--- src/rtl/strobe_gen_pkg.sv ---
// strobe_gen_pkg: shared channel state, mode
// constants and default sizes for strobe_gen_multi.
package strobe_gen_pkg;

  typedef enum logic [1:0] {
    IDLE  = 2'd0,
    COUNT = 2'd1,
    PULSE = 2'd2
  } ch_state_e;

  localparam logic MODE_PERIODIC = 1'b0;
  localparam logic MODE_ONESHOT  = 1'b1;

  localparam int DEF_NUM_CH = 4;
  localparam int DEF_CNT_W  = 15;
  localparam int DEF_DIV_W  = 16;
  localparam int DEF_PW_W   = 4;

endpackage

--- src/rtl/strobe_channel.sv ---
// strobe_channel: one strobe channel with its
// IDLE/COUNT/PULSE FSM, phase and width counters.
module strobe_channel
  import strobe_gen_pkg::*;
#(
  parameter int DIV_W = DEF_DIV_W,
  parameter int PW_W  = DEF_PW_W
) (
  input  logic             SlowClock,
  input  logic             ResetN,
  input  logic             sync,
  input  logic             enable,
  input  logic             one_shot,
  input  logic             start,
  input  logic [DIV_W-1:0] period,
  input  logic [PW_W-1:0]  width,
  output logic             strobe,
  output logic             busy
);

  ch_state_e state;
  ch_state_e state_n;

  logic [DIV_W-1:0] ph;
  logic [DIV_W-1:0] ph_n;
  logic [DIV_W-1:0] ps;
  logic [DIV_W-1:0] ps_n;
  logic [PW_W-1:0]  wc;
  logic [PW_W-1:0]  wc_n;
  logic [PW_W-1:0]  ws;
  logic [PW_W-1:0]  ws_n;
  logic             strobe_n;

  logic [PW_W-1:0]  weff;
  logic             running;
  logic             hit;
  logic             is_os;
  logic             launch;

  logic kill;
  logic enter;
  logic resync;
  logic trig;
  logic step;

  assign weff    = (width == '0) ? PW_W'(1) : width;
  assign running = (state != IDLE);
  assign hit     = (ph == ps - DIV_W'(1));
  assign is_os   = (one_shot == MODE_ONESHOT);
  assign launch  = (period != '0) &&
                   ((one_shot == MODE_PERIODIC) || start);

  // Mutually exclusive actions, in priority order.
  assign kill   = !enable;
  assign enter  = enable && !running && launch;
  assign resync = enable && running && sync;
  assign trig   = enable && running && !sync && hit &&
                  !(is_os && state == PULSE);
  assign step   = enable && running && !sync && !trig;

  always_ff @(posedge SlowClock or negedge ResetN) begin
    if (!ResetN) begin
      state <= IDLE;
    end else begin
      state <= state_n;
    end
  end

  always_comb begin
    state_n = state;
    unique case (1'b1)
      kill:   state_n = IDLE;
      enter:  state_n = COUNT;
      resync: state_n = COUNT;
      trig:   state_n = PULSE;
      step: begin
        if (state == PULSE && wc == '0) begin
          state_n = is_os ? IDLE : COUNT;
        end
      end
      default: state_n = state;
    endcase
  end

  always_comb begin
    busy = 1'b0;
    unique case (state)
      COUNT, PULSE: busy = 1'b1;
      default:      busy = 1'b0;
    endcase
  end

  always_comb begin
    ph_n     = ph;
    wc_n     = wc;
    ps_n     = ps;
    ws_n     = ws;
    strobe_n = strobe;
    unique case (1'b1)
      kill: begin
        ph_n     = '0;
        strobe_n = 1'b0;
      end
      enter, resync: begin
        ph_n     = '0;
        strobe_n = 1'b0;
        ps_n     = period;
        ws_n     = weff;
      end
      trig: begin
        // Shadow width applies now; new config from next period.
        ph_n     = '0;
        wc_n     = ws - PW_W'(1);
        strobe_n = 1'b1;
        ps_n     = period;
        ws_n     = weff;
      end
      step: begin
        ph_n = hit ? '0 : ph + DIV_W'(1);
        if (state == PULSE) begin
          if (wc != '0) begin
            wc_n = wc - PW_W'(1);
          end else begin
            strobe_n = 1'b0;
          end
        end
      end
      default: begin
        ph_n = ph;
      end
    endcase
  end

  always_ff @(posedge SlowClock or negedge ResetN) begin
    if (!ResetN) begin
      ph     <= '0;
      wc     <= '0;
      ps     <= '0;
      ws     <= '0;
      strobe <= 1'b0;
    end else begin
      ph     <= ph_n;
      wc     <= wc_n;
      ps     <= ps_n;
      ws     <= ws_n;
      strobe <= strobe_n;
    end
  end

endmodule

--- src/rtl/strobe_gen_multi.sv ---
// strobe_gen_multi: free-running counter plus NUM_CH
// programmable strobe channels with shared phase-align.
module strobe_gen_multi
  import strobe_gen_pkg::*;
#(
  parameter int NUM_CH = DEF_NUM_CH,
  parameter int CNT_W  = DEF_CNT_W,
  parameter int DIV_W  = DEF_DIV_W,
  parameter int PW_W   = DEF_PW_W
) (
  input  logic                    SlowClock,
  input  logic                    ResetN,
  input  logic                    Sync,
  input  logic [NUM_CH-1:0]       ChEnable,
  input  logic [NUM_CH-1:0]       ChOneShot,
  input  logic [NUM_CH-1:0]       ChStart,
  input  logic [NUM_CH*DIV_W-1:0] ChPeriod,
  input  logic [NUM_CH*PW_W-1:0]  ChWidth,
  output logic [CNT_W-1:0]        Counter,
  output logic [NUM_CH-1:0]       Strobe,
  output logic [NUM_CH-1:0]       ChBusy
);

  always_ff @(posedge SlowClock or negedge ResetN) begin
    if (!ResetN) begin
      Counter <= '0;
    end else if (Sync) begin
      Counter <= '0;
    end else begin
      Counter <= Counter + CNT_W'(1);
    end
  end

  for (genvar i = 0; i < NUM_CH; i++) begin : g_ch
    strobe_channel #(
      .DIV_W (DIV_W),
      .PW_W  (PW_W)
    ) u_ch (
      .SlowClock (SlowClock),
      .ResetN    (ResetN),
      .sync      (Sync),
      .enable    (ChEnable[i]),
      .one_shot  (ChOneShot[i]),
      .start     (ChStart[i]),
      .period    (ChPeriod[i*DIV_W +: DIV_W]),
      .width     (ChWidth[i*PW_W +: PW_W]),
      .strobe    (Strobe[i]),
      .busy      (ChBusy[i])
    );
  end

endmodule

--- config.mk ---
export PLATFORM = sky130hd
export DESIGN_NAME = strobe_gen_multi
export DESIGN_NICKNAME = d
export VERILOG_FILES = /design/src/rtl/strobe_gen_pkg.sv /design/src/rtl/strobe_channel.sv /design/src/rtl/strobe_gen_multi.sv
export SDC_FILE = /design/constraint.sdc
export NUM_CORES = 1
export LEC_CHECK = 0
export ABC_AREA = 1
export CAP_MARGIN = 10
export CORE_MARGIN = 8
export CORE_UTILIZATION = 50
export DETAILED_ROUTE_END_ITERATION = 7
export DONT_BUFFER_PORTS = 1
export PLACE_DENSITY_LB_ADDON = 0.3
export SYNTH_ARGS = -nofsm -noshare
export SYNTH_HDL_FRONTEND = slang
export SYNTH_SLANG_ARGS = --single-unit
--- constraint.sdc ---
create_clock -name SlowClock -period 5.3 [get_ports SlowClock]
set_input_delay 1.06 -clock SlowClock [delete_from_list [all_inputs] [get_ports SlowClock]]
set_output_delay 1.06 -clock SlowClock [all_outputs]
set_load 0.05 [all_outputs]
==> impl_results.md <==
- Antenna Nets Post-Route: 0
- Setup WS pre-CTS: 2070 ps
- Synth Warn #: 0
- Detailed Route WL: 29.0 mm
- WL/cell: 14.8 um
- H-Tree Level Count: 4
- IO buf count: 0
- CP Max Fanout: 35
- Yosys reg bits: 187
- Clock slew at reported path FFs: 70 ps
- Total Neg Setup Slack: 0 ps
- Slowest stage delay, CP: 460 ps
- Min Tclk post-route: 3070 ps
- Multi-input gate area: 6430 sq um
- Antenna violations before repair: 0
- Count of different cell masters after synthesis: 52
- Total design power: 5.76 mW
- Clock sinks: 187
- Cell Area, Synth: 12100 sq um
- Layout cell share with drive strength beyond 1: 0.0786
- Clock Latency Late Sink: 440 ps
- Syn avg cell area: 7.47 sq um
- WP depth: 15
- Cells after Synth: 1626
- DR vias: 10400
- Final Hold Viols: 0
- Max-cap violations: 0
- Worst-Margin Slew: 725 ps
- Leak pwr: 5.96 nW
- Worst setup margin: 2230 ps
- Core area: 24100 sq um
- Arrival @ worst endpoint: 3370 ps
- Fmax: 0.326 GHz
- Slew headroom: 0.514
- IR Drop Worst-Case VDD: 0.270 mV
- Area growth from synthesis to layout: 6.37%
- Root Driver: clkbuf_16
- Hold Crit Class: input port to asynchronous set/reset pin
- Post-route DRC: 0
- Setup bufs post-CTS: 0
- Fraction of registers with async set/reset: 1.00
- Net count, final: 1731
- Top cell type's share of synthesized area: 0.385
- Crit path max-delay family: simple AND/OR/NAND/NOR gates
- Status: complete, no violations
- Layout Cells excl Fill: 1952
- CP endpoint kind: flip-flop
- Fin crit share: 0.578
- Worst setup path class: flip-flop to flip-flop
- Final hold slack: 316 ps
- Starting Density: 0.504
- Sequential-to-total area share from yosys stat: 0.385
- Bufs and invs on worst path: 2
- Pin count of the biggest net entering global routing: 188
- Register area: 4680 sq um
- Clk buf depth: 2
- DP Area: 12400 sq um
- # setup viols final: 0
- Worst Skew: 13.7 ps
- CTS tree: built
- Top-count cell post-synth: nand2_1
- Power per standard cell area: 446 nW/um^2
- CTS resizes: 0
- DIE AREA: 29500 sq um
- Gr ovfl total: 0
- Ranking of synthesized cells by area: dfrtp_1 (39%), nand2_1 (14%), inv_1 (6.7%)
- Vias in the first global route: 10200
- GPL Wtd Cong: 0.888
- Origin of the critical flop-to-flop path: g_ch[1].u_ch.ps[0]$_DFFE_PN0P_
- Pre-antenna DRT Iters: 5
- CP Data Required Time: 5610 ps
- Syn Nets: 1742
- HPWL after detailed placement: 22.0 mm
- Fillers: 2399
- Final core utilization: 0.536
- Vias per inst: 5.31
- IO Pins: 118
- Leading register cell type out of synthesis: dfrtp_1
- Critical Path Source Type: flip-flop
- Overall Global Routing Usage: 0.203
- Top post-synthesis cells by count: nand2_1 (438), inv_1 (218), dfrtp_1 (187)
- Num CTS Buffers: 17
- Reg2Reg Depth: 15
- Slew Limit Fails: 0
- First-pass GRT wire length: 49.1 mm
- Post-synthesis cell type with the largest combined area: dfrtp_1
- Post-route cell area: 12900 sq um
- Hold-fix buffers at CTS: 0
- Worst path slowest cell: nand2_2
- Iter 0 DRT Violations: 636
- Chip height: 172 um
- Num rows: 57
- Cell Chain, Critical Path: inv_1 -> ha_1 -> nand2_2 -> nor2_2 -> nand2_1 -> xor2_1 -> nand2_1 -> nor2_2 -> nand4_4 -> nand2_2 -> inv_2 -> nand3_4 -> o21ai_2 -> nor2_1 -> a21oi_1
- RSZ-0062 raised after global routing: false
- RR Endpoint: g_ch[1].u_ch.state[0]$_DFFE_PN0P_
- Post-synth EDFFs: 0
- N_diodes: 0
- DIE WIDTH: 172 um
- Reg2reg setup slack: 2230 ps
- Dpl cells: 1920
[cell type report]
class,instances,area share
inverter,227,0.0660
tap,324,0.0314
clock buffer,23,0.0354
clock inverter,9,0.00697
sequential,187,0.362
multi-input combinational,1182,0.498
[cell usage in the layout (no fill, tap or decap), drive strengths merged, types with 27 or more instances in the layout]
master / count
o22ai: 27
o21ai: 117
inv: 228
dfrtp: 187
xor2: 64
nor3: 29
nand3: 117
nor2: 153
a21oi: 34
nand2: 458
xnor2: 30
nand4: 32
nor4: 29
[sequential cells by signal (all words and copies together), names as in the netlist]
name / cells
g_ch.u_ch.ph: 64
g_ch.u_ch.ps: 64
g_ch.u_ch.wc: 16
g_ch.u_ch.ws: 16
Counter: 15
g_ch.u_ch.state: 8
g_ch.u_ch.strobe: 4
[worst max path at each step]
stage | slack (ps) | endpoint | startpoint
floorplan | 2630 | g_ch[1].u_ch.wc[2]$_DFFE_PN0P_ | Sync
global placement | 2100 | g_ch[1].u_ch.state[0]$_DFFE_PN0P_ | Sync
detailed placement | 2070 | g_ch[1].u_ch.state[0]$_DFFE_PN0P_ | Sync
CTS | 2230 | g_ch[1].u_ch.state[0]$_DFFE_PN0P_ | g_ch[1].u_ch.ps[0]$_DFFE_PN0P_
global route | 1920 | g_ch[1].u_ch.ph[9]$_DFFE_PN0P_ | g_ch[1].u_ch.ps[0]$_DFFE_PN0P_
finish | 2230 | g_ch[1].u_ch.state[0]$_DFFE_PN0P_ | g_ch[1].u_ch.ps[0]$_DFFE_PN0P_
[power by group]
group	switching, mW	leakage, nW	internal, mW
Combinational	1.58	3.29	0.867
Clock	0.568	0.250	0.663
Sequential	0.330	2.42	1.76
Total	2.47	5.96	3.29
[cell families after synthesis]
group / after synthesis / synth area share
and+or+nand+nor: 847 / 0.324
buffers and inverters: 257 / 0.0850
AOI/OAI and AO/OA: 203 / 0.101
DFF: 187 / 0.385
xor gates and xnor gates: 94 / 0.0678
adders and majority gates: 21 / 0.0216
muxes: 17 / 0.0158
[metal layers]
layer | up-vias | GRT usage | part of all wire
met5 | - | 0 | 0
met4 | 0 | 0.0558 | 0.016
met3 | 36 | 0.0507 | 0.063
met2 | 197 | 0.336 | 0.46
met1 | 4867 | 0.260 | 0.46
li1 | 5266 | - | -
Note: power is estimated with default switching activity, not from simulation.
